File: src/rtl/buffer_reader_if.sv
// Buffer read port plus downstream valid/ready stream of the buffer_reader block.
// The master modport is the reader engine; the slave side is the buffer and consumer.
interface buffer_reader_if #(
  parameter int unsigned WIDTH = 32,
  parameter int unsigned CNT_W = 16
);
  logic             buf_empty;
  logic             buf_rd;
  logic [WIDTH-1:0] buf_data;
  logic             out_valid;
  logic             out_ready;
  logic [WIDTH-1:0] out_data;
  logic [CNT_W-1:0] words_out;

  modport master (
    input  buf_empty, buf_data, out_ready,
    output buf_rd, out_valid, out_data, words_out
  );

  modport slave (
    output buf_empty, buf_data, out_ready,
    input  buf_rd, out_valid, out_data, words_out
  );
endinterface

File: src/rtl/buffer_reader.sv
// Read-side engine: pops a one-cycle-latency buffer into a 2-entry output queue
// with credit-based issue, so the downstream stream sustains one word per cycle.
module buffer_reader #(
  parameter int unsigned WIDTH = 32,
  parameter int unsigned CNT_W = 16
) (
  input  logic              clk,
  input  logic              reset,
  buffer_reader_if.master   bus
);

  localparam int unsigned OCC_W = 2;

  logic [WIDTH-1:0] q0;
  logic [WIDTH-1:0] q1;
  logic [OCC_W-1:0] occ;
  logic             inflight;
  logic [CNT_W-1:0] count_q;

  logic             pop;
  logic             rd_c;
  logic [OCC_W-1:0] credit;
  logic [OCC_W-1:0] slot;

  // Credit counts free queue slots not already claimed by an in-flight pop.
  always_comb begin
    pop    = (occ != OCC_W'(0)) & bus.out_ready;
    credit = OCC_W'(2) - occ - OCC_W'(inflight) + OCC_W'(pop);
    rd_c   = !reset & !bus.buf_empty & (credit != OCC_W'(0));
    slot   = occ - OCC_W'(pop);
  end

  assign bus.buf_rd    = rd_c;
  assign bus.out_valid = (occ != OCC_W'(0));
  assign bus.out_data  = q0;
  assign bus.words_out = count_q;

  // Shift on pop, then land the arriving word; a slot-0 write overrides the shift.
  always_ff @(posedge clk or posedge reset) begin
    if (reset) begin
      q0       <= '0;
      q1       <= '0;
      occ      <= '0;
      inflight <= 1'b0;
      count_q  <= '0;
    end else begin
      inflight <= rd_c;
      occ      <= occ + OCC_W'(inflight) - OCC_W'(pop);
      if (pop) begin
        q0      <= q1;
        count_q <= count_q + CNT_W'(1);
      end
      if (inflight) begin
        if (slot == OCC_W'(0)) q0 <= bus.buf_data;
        else                   q1 <= bus.buf_data;
      end
    end
  end

endmodule

File: src/flat_wrapper.sv
// flat-port wrapper written by rule: the top's interface ports become plain ports
module buffer_reader_flat 
#(
  parameter int unsigned WIDTH = 32,
  parameter int unsigned CNT_W = 16
)
  (clk, reset, bus_buf_empty, bus_buf_data, bus_out_ready, bus_buf_rd, bus_out_valid, bus_out_data, bus_words_out);
  buffer_reader_if #(.WIDTH(WIDTH), .CNT_W(CNT_W)) bus_i ();
  input  logic clk;
  input  logic reset;
  input wire logic [$bits(bus_i.buf_empty)-1:0] bus_buf_empty;
  input wire logic [$bits(bus_i.buf_data)-1:0] bus_buf_data;
  input wire logic [$bits(bus_i.out_ready)-1:0] bus_out_ready;
  output wire logic [$bits(bus_i.buf_rd)-1:0] bus_buf_rd;
  output wire logic [$bits(bus_i.out_valid)-1:0] bus_out_valid;
  output wire logic [$bits(bus_i.out_data)-1:0] bus_out_data;
  output wire logic [$bits(bus_i.words_out)-1:0] bus_words_out;
  assign bus_i.buf_empty = bus_buf_empty;
  assign bus_i.buf_data = bus_buf_data;
  assign bus_i.out_ready = bus_out_ready;
  assign bus_buf_rd = bus_i.buf_rd;
  assign bus_out_valid = bus_i.out_valid;
  assign bus_out_data = bus_i.out_data;
  assign bus_words_out = bus_i.words_out;
  buffer_reader #(.WIDTH(WIDTH), .CNT_W(CNT_W)) u_core (.clk(clk), .reset(reset), .bus(bus_i));
endmodule
File: config.mk
export PLATFORM = sky130hd
export DESIGN_NAME = buffer_reader_flat
export DESIGN_NICKNAME = d
export VERILOG_FILES = /design/src/rtl/buffer_reader_if.sv /design/src/rtl/buffer_reader.sv /design/src/flat_wrapper.sv
export SDC_FILE = /design/constraint.sdc
export NUM_CORES = 1
export LEC_CHECK = 0
export CORE_MARGIN = 2
export CORE_UTILIZATION = 54
export DETAILED_ROUTE_END_ITERATION = 10
export GPL_ROUTABILITY_DRIVEN = 0
export PLACE_DENSITY = 0.86
export SYNTH_ARGS = -nofsm -noshare
export SYNTH_HDL_FRONTEND = slang
export SYNTH_SLANG_ARGS = --single-unit
File: constraint.sdc
create_clock -name clk -period 6.85 [get_ports clk]
set_input_delay 1.37 -clock clk [delete_from_list [all_inputs] [get_ports clk]]
set_output_delay 1.37 -clock clk [all_outputs]
set_load 0.02 [all_outputs]
==> results of run 1 <==
-- per-stage QoR --
stage	power (W)	area, sq um	utilization [%]
final	0.00208	4690	70.3
after floorplan	0.00140	3660	-
after global routing	0.00221	4690	70.3
after detailed placement	0.00171	4480	67.0
after CTS	0.00210	4690	70.3
after global placement	0.00167	4480	67.0
-- registers in the layout, indices dropped and copies added (netlist names) --
register,flops
u_core.inflight,1
u_core.q1,32
u_core.bus.words_out,16
u_core.bus.out_data,32
u_core.occ,2
-- cells in the mapped netlist --
master / n
o21ai_1: 27
o21ai_4: 2
o21ai_2: 1
ha_1: 2
mux2_1: 2
nor2_8: 1
and4_1: 1
xnor2_1: 12
a21boi_0: 1
nor2_2: 1
buf_6: 14
xor2_1: 4
nor2_1: 3
nor3_4: 1
and3_1: 1
dfrtp_1: 83
nand3_1: 6
mux2i_1: 32
and3_4: 1
or2_2: 1
xor2_2: 1
nand4_1: 5
fa_1: 1
inv_1: 5
nand2_1: 39
nor3_1: 2
mux2_2: 30
nor2b_4: 1
o21ai_0: 5
-- critical path, delay by kind of cell --
family                   cells  cell delay (ns)
buffers and inverters        3             1.34
XOR/XNOR                     1             0.15
adder cells (fa/ha/maj)      1             0.44
AND/OR/NAND/NOR              2             0.29
AO/OA/AOI/OAI                1             0.12
-- logic make-up (layout without fill, tap and decap cells) --
family / Yosys count / after routing / synth area share, %
compound gates: 36 / 36 / 5.71
buf+inv: 19 / 108 / 4.82
flops: 83 / 83 / 56.7
simple gates: 63 / 63 / 8.68
fa+ha+maj: 3 / 3 / 1.23
xor+xnor: 17 / 17 / 4.27
mux: 64 / 64 / 18.6
-- metal layers --
metal	vias up	track usage (%)	wire length, um
li1	1146	-	-
met1	1168	24.3	3010
met2	71	33.4	3390
met3	11	6.76	538
met4	0	8.38	107
met5	-	0	0
-- layout make-up --
type / count / area [sq um] / share of cell area, %
Inverter: 5 / 20.0 / 0.426
Sequential cell: 83 / 2080 / 44.2
Tap cell: 80 / 100 / 2.13
Clock buffer: 10 / 138 / 2.93
Multi-Input combinational cell: 183 / 1410 / 30.0
Clock inverter: 5 / 77.6 / 1.65
Timing Repair Buffer: 88 / 873 / 18.6
-- path summary, 6_finish.rpt --
kind                                                      start                                    to  slack [ns]  depth (start not counted)
min                        u_core.bus.words_out[15]$_DFFE_PP0P_  u_core.bus.words_out[15]$_DFFE_PP0P_        0.47                          1
max reg2reg                             u_core.occ[0]$_DFF_PP0_             u_core.q1[10]$_DFFE_PP0P_        4.83                          3
max in group asynchronous                                 reset     u_core.bus.out_data[10]$_DFF_PP0_        4.48                          3
min reg2reg                u_core.bus.words_out[15]$_DFFE_PP0P_  u_core.bus.words_out[15]$_DFFE_PP0P_        0.47                          1
min in group asynchronous                                 reset     u_core.bus.out_data[28]$_DFF_PP0_        1.70                          3
max                                               bus_out_ready                            bus_buf_rd        1.77                          8
-- power by group through the flow --
stage	Combinational, W	Sequential, W	Clock (W)
CTS	0.000869	0.000841	0.000391
floorplan	0.000454	0.000949	0
global route	0.000933	0.000865	0.000410
global placement	0.000838	0.000836	0
detailed placement	0.000864	0.000848	0
finish	0.000857	0.000839	0.000382
==> run_results.csv, run 1 <==
group,metric,value,unit
status,outcome,"complete, no violations",
sta,setup_viol,0,
setup_path,crit_required,5.48,ns
synthesis,synth_area_leaders,"dfrtp_1 (57%), mux2_2 (9.2%), mux2i_1 (8.7%)",
setup_path,critPathLaunchType,"primary input",
route,routed_wl,7.04,mm
power_and_ir_drop,intPower,0.00136,W
clock_tree,cts-htree-levels,3,
sta,finalSetupTns,0,ns
final_layout,layout_commonest_cell,"clkdlybuf4s50_1",
route,firstDrtPassIters,4,
route,viasPerCell,5.28,
sta,max_freq,197,MHz
sta,whs,0.471,ns
floorplan,die_h,86.4,um
floorplan,rows,30,
synthesis,yosysWarnings,0,
synthesis,synth_area,3660,sq um
sta,period_needed,5.08,ns
global_routing,track_usage,20.2,%
clock_tree,ctsHoldBuffers,0,
sta,tightest_slew,1.12,ns
sta,rsz0062_at_grt,"no",
power_and_ir_drop,switchingPower,0.000722,W
sta,drv_slew,0,
setup_path,slowest_stage,"clkdlybuf4s50_1",
setup_path,crit_path_end_kind,"primary output",
sta,layout_setup_ws,1.77,ns
setup_path,critPathKind,"primary input to primary output",
floorplan,start_util,54.8,%
final_layout,mostFrequentLayoutCells,"clkdlybuf4s50_1 (85), dfrtp_1 (83), nand2_1 (39)",
route,drc_errors,0,
global_routing,antenna_found_initial,0,
setup_path,arrival,3.71,ns
final_layout,finalNonFillerCells,454,
placed_design,dp_slack,1.76,ns
final_layout,fin_nets,409,
clock_tree,clockBufferDepth,2,
placed_design,io_buffers,85,
sta,slew_headroom,25.3,%
power_and_ir_drop,sw_frac_of_total,34.7,%
sta,final_hold_viol_count,0,
global_routing,grt_pass1_wl,11.6,mm
power_and_ir_drop,power_density,443,nW/um^2
route,postRouteAntennaNets,0,
power_and_ir_drop,comb_power_share,41.2,%
synthesis,ys_seq_area_share,56.7,%
synthesis,ys_ff_latch,83,
synthesis,synth.avg_cell_area,12.9,sq um
clock_tree,insertion_delay,0.35,ns
power_and_ir_drop,clock_power_share,18.4,%
placed_design,detailed_place_hpwl,4.49,mm
clock_tree,cts_tree,"built",
synthesis,postSynthCellCount,285,
final_layout,drive_above_1_share,15.8,%
setup_path,timing.critical_path.mode_cell,"clkdlybuf4s50_1",
global_routing,grt_pass1_vias,2464,
clock_tree,cts-root-buf,"clkbuf_8",
final_layout,diodes,0,
synthesis,syn_nets,324,
hold_path,hp-class,"flop to flop",
clock_tree,numCtsBuffers,9,
floorplan,io_pins,86,
power_and_ir_drop,seq_power_share,40.4,%
synthesis,yosys.area.top_type,"dfrtp_1",
synthesis,synth.distinct_cells,29,
power_and_ir_drop,ir_worst_vdd,0.268,mV
clock_tree,clkSinkCount,83,
power_and_ir_drop,p_leak,2.13,nW
final_layout,syn2layout_area_growth,28.2,%
setup_path,path_cells,"clkdlybuf4s50_1, o21ai_4, inv_1, fa_1, xor2_1, nor2_1, nor3_1, clkdlybuf4s50_1",
clock_tree,cts_resized,0,
setup_path,slowest_delay,0.68,ns
clock_tree,clk_pin_slew_worst_paths,0.08,ns
run,maxCapViolations,0,
clock_tree,cts_setup_buffers,0,
final_layout,nFillCells,498,
floorplan,dieArea,7460,sq um
sta,fin_skew,0.0102,ns
global_routing,grt_max_degree,84,
global_routing,grt.overflow.total,0,
floorplan,core,6680,sq um
sta,period_share,74.1,%
setup_path,crit_fanout,5,
route,drt_iter0_markers,59,
floorplan,die-width,86.4,um
route,wl_per_cell,15.5,um
route,vias,2396,
placed_design,placed_cells,439,
synthesis,yosysTopAreaCellShare,56.7,%
No activity file was read; power rests on OpenSTA's default activity.
==> run 2: changes to the inputs <==
--- a/config.mk
+++ b/config.mk
@@ -6,10 +6,10 @@
 export NUM_CORES = 1
 export LEC_CHECK = 0
 export CORE_MARGIN = 2
-export CORE_UTILIZATION = 54
+export CORE_UTILIZATION = 50
 export DETAILED_ROUTE_END_ITERATION = 10
 export GPL_ROUTABILITY_DRIVEN = 0
-export PLACE_DENSITY = 0.86
+export PLACE_DENSITY = 0.8
 export SYNTH_ARGS = -nofsm -noshare
 export SYNTH_HDL_FRONTEND = slang
 export SYNTH_SLANG_ARGS = --single-unit
==> constraint.sdc (replaced) <==
create_clock -name clk -period 4.95 [get_ports clk]
set_input_delay 0.99 -clock clk [delete_from_list [all_inputs] [get_ports clk]]
set_output_delay 0.99 -clock clk [all_outputs]
set_load 0.02 [all_outputs]
==> run_results.csv, run 2 (synthesized netlist as in run 1, its figures left out) <==
group,metric,value,unit
clock_tree,cts-htree-levels,3,
route,wl_per_cell,14.4,um
route,postRouteAntennaNets,0,
route,drt_iter0_markers,71,
clock_tree,clockBufferDepth,2,
route,routed_wl,6.79,mm
run,maxCapViolations,0,
clock_tree,cts-root-buf,"clkbuf_8",
clock_tree,cts_tree,"built",
setup_path,crit_required,3.96,ns
global_routing,grt_pass1_vias,2413,
route,viasPerCell,5.09,
sta,layout_setup_ws,0.708,ns
setup_path,crit_path_end_kind,"primary output",
sta,tightest_slew,1.10,ns
sta,max_freq,236,MHz
status,outcome,"complete, no violations",
sta,rsz0062_at_grt,"no",
floorplan,core,7180,sq um
final_layout,drive_above_1_share,15.5,%
placed_design,io_buffers,85,
floorplan,die-width,89.6,um
floorplan,rows,31,
global_routing,grt_pass1_wl,11.1,mm
global_routing,grt.overflow.total,0,
power_and_ir_drop,p_total,0.00276,W
sta,period_needed,4.24,ns
setup_path,arrival,3.25,ns
final_layout,fin_util,65.1,%
power_and_ir_drop,ir_worst_vdd,0.254,mV
clock_tree,numCtsBuffers,9,
route,vias,2404,
global_routing,track_usage,18.0,%
placed_design,postPlaceCellArea,4500,sq um
setup_path,timing.critical_path.mode_cell,"clkdlybuf4s50_1",
final_layout,fin_nets,409,
floorplan,die_h,89.6,um
clock_tree,clkSinkCount,83,
placed_design,dp_slack,0.662,ns
setup_path,crit_fanout,5,
setup_path,slowest_stage,"clkdlybuf4s50_1",
final_layout,diodes,0,
setup_path,critPathKind,"primary input to primary output",
final_layout,mostFrequentLayoutCells,"clkdlybuf4s50_1 (85), dfrtp_1 (83), nand2_1 (39)",
floorplan,start_util,51.0,%
power_and_ir_drop,power_density,591,nW/um^2
setup_path,path_cells,"clkdlybuf4s50_1, o21ai_4, inv_1, fa_1, nor2_1, nor3_1, clkdlybuf4s50_1",
power_and_ir_drop,p_leak,2.11,nW
final_layout,design_area,4670,sq um
sta,slew_headroom,26.2,%
clock_tree,clk_pin_slew_worst_paths,0.08,ns
clock_tree,insertion_delay,0.34,ns
global_routing,grt_max_degree,58,
final_layout,layout_commonest_cell,"clkdlybuf4s50_1",
sta,fin_skew,0.00807,ns
placed_design,detailed_place_hpwl,4.48,mm
sta,setup_viol,0,
setup_path,slowest_delay,0.65,ns
sta,period_share,85.7,%
sta,drv_slew,0,
floorplan,dieArea,8030,sq um
global_routing,antenna_found_initial,0,
clock_tree,cts_resized,0,
route,drc_errors,0,
clock_tree,cts_setup_buffers,0,
sta,finalSetupTns,0,ns
floorplan,io_pins,86,
setup_path,critPathLaunchType,"primary input",
route,firstDrtPassIters,4,
sta,final_hold_viol_count,0,
hold_path,hp-class,"flop to flop",
clock_tree,ctsHoldBuffers,0,
final_layout,syn2layout_area_growth,27.5,%
==> run 2: worst paths after layout <==
kind	slack, ns	depth (start not counted)	startpoint	endpoint
setup reg to reg	2.87	4	u_core.inflight$_DFF_PP0_	u_core.bus.out_data[31]$_DFF_PP0_
hold reg to reg	0.48	1	u_core.bus.words_out[15]$_DFFE_PP0P_	u_core.bus.words_out[15]$_DFFE_PP0P_
setup / recovery	0.71	7	bus_out_ready	bus_buf_rd
hold / removal	0.48	1	u_core.bus.words_out[15]$_DFFE_PP0P_	u_core.bus.words_out[15]$_DFFE_PP0P_
min in group asynchronous	1.19	2	reset	u_core.occ[0]$_DFF_PP0_
max in group asynchronous	2.85	3	reset	u_core.bus.words_out[0]$_DFFE_PP0P_
==> run 2: cell type report <==
class	count	area (sq um)
multi-input combinational	183	1410
clock buffer	11	151
timing repair buffer	88	873
sequential	83	2080
tap	99	124
inverter	5	20.0
fill	564	2510
clock inverter	3	15.0
==> run 2: power breakdown <==
part | internal, W | total, W | leakage (nW) | switching (W)
clock network | 0.000202 | 0.000421 | 0.0908 | 0.000219
logic | 0.000608 | 0.00118 | 1.00 | 0.000572
registers | 0.000977 | 0.00116 | 1.02 | 0.000180
total | 0.00179 | 0.00276 | 2.11 | 0.000971
==> run 2: critical path: cells and delay by family <==
kind	cells	cell delay, ns
AND/OR/NAND/NOR	2	0.26
AO/OA/AOI/OAI	1	0.11
adder cells (fa/ha/maj)	1	0.59
buffers and inverters	3	1.30
==> run 2: per-layer routing <==
layer | track usage [%] | up-vias | share of wire, %
met4 | 7.73 | 0 | 1.6
met1 | 23.0 | 1189 | 45
met5 | 0 | - | 0
met3 | 4.02 | 10 | 5.5
met2 | 29.7 | 56 | 48
li1 | - | 1149 | -
==> run 2: per-stage QoR <==
stage | std cells | hold slack (ns)
after CTS | 472 | 0.481
after detailed placement | 458 | 0.466
after global placement | 458 | 0.461
after floorplan | 285 | 0.464
final | 472 | 0.478
after global routing | 472 | 0.516
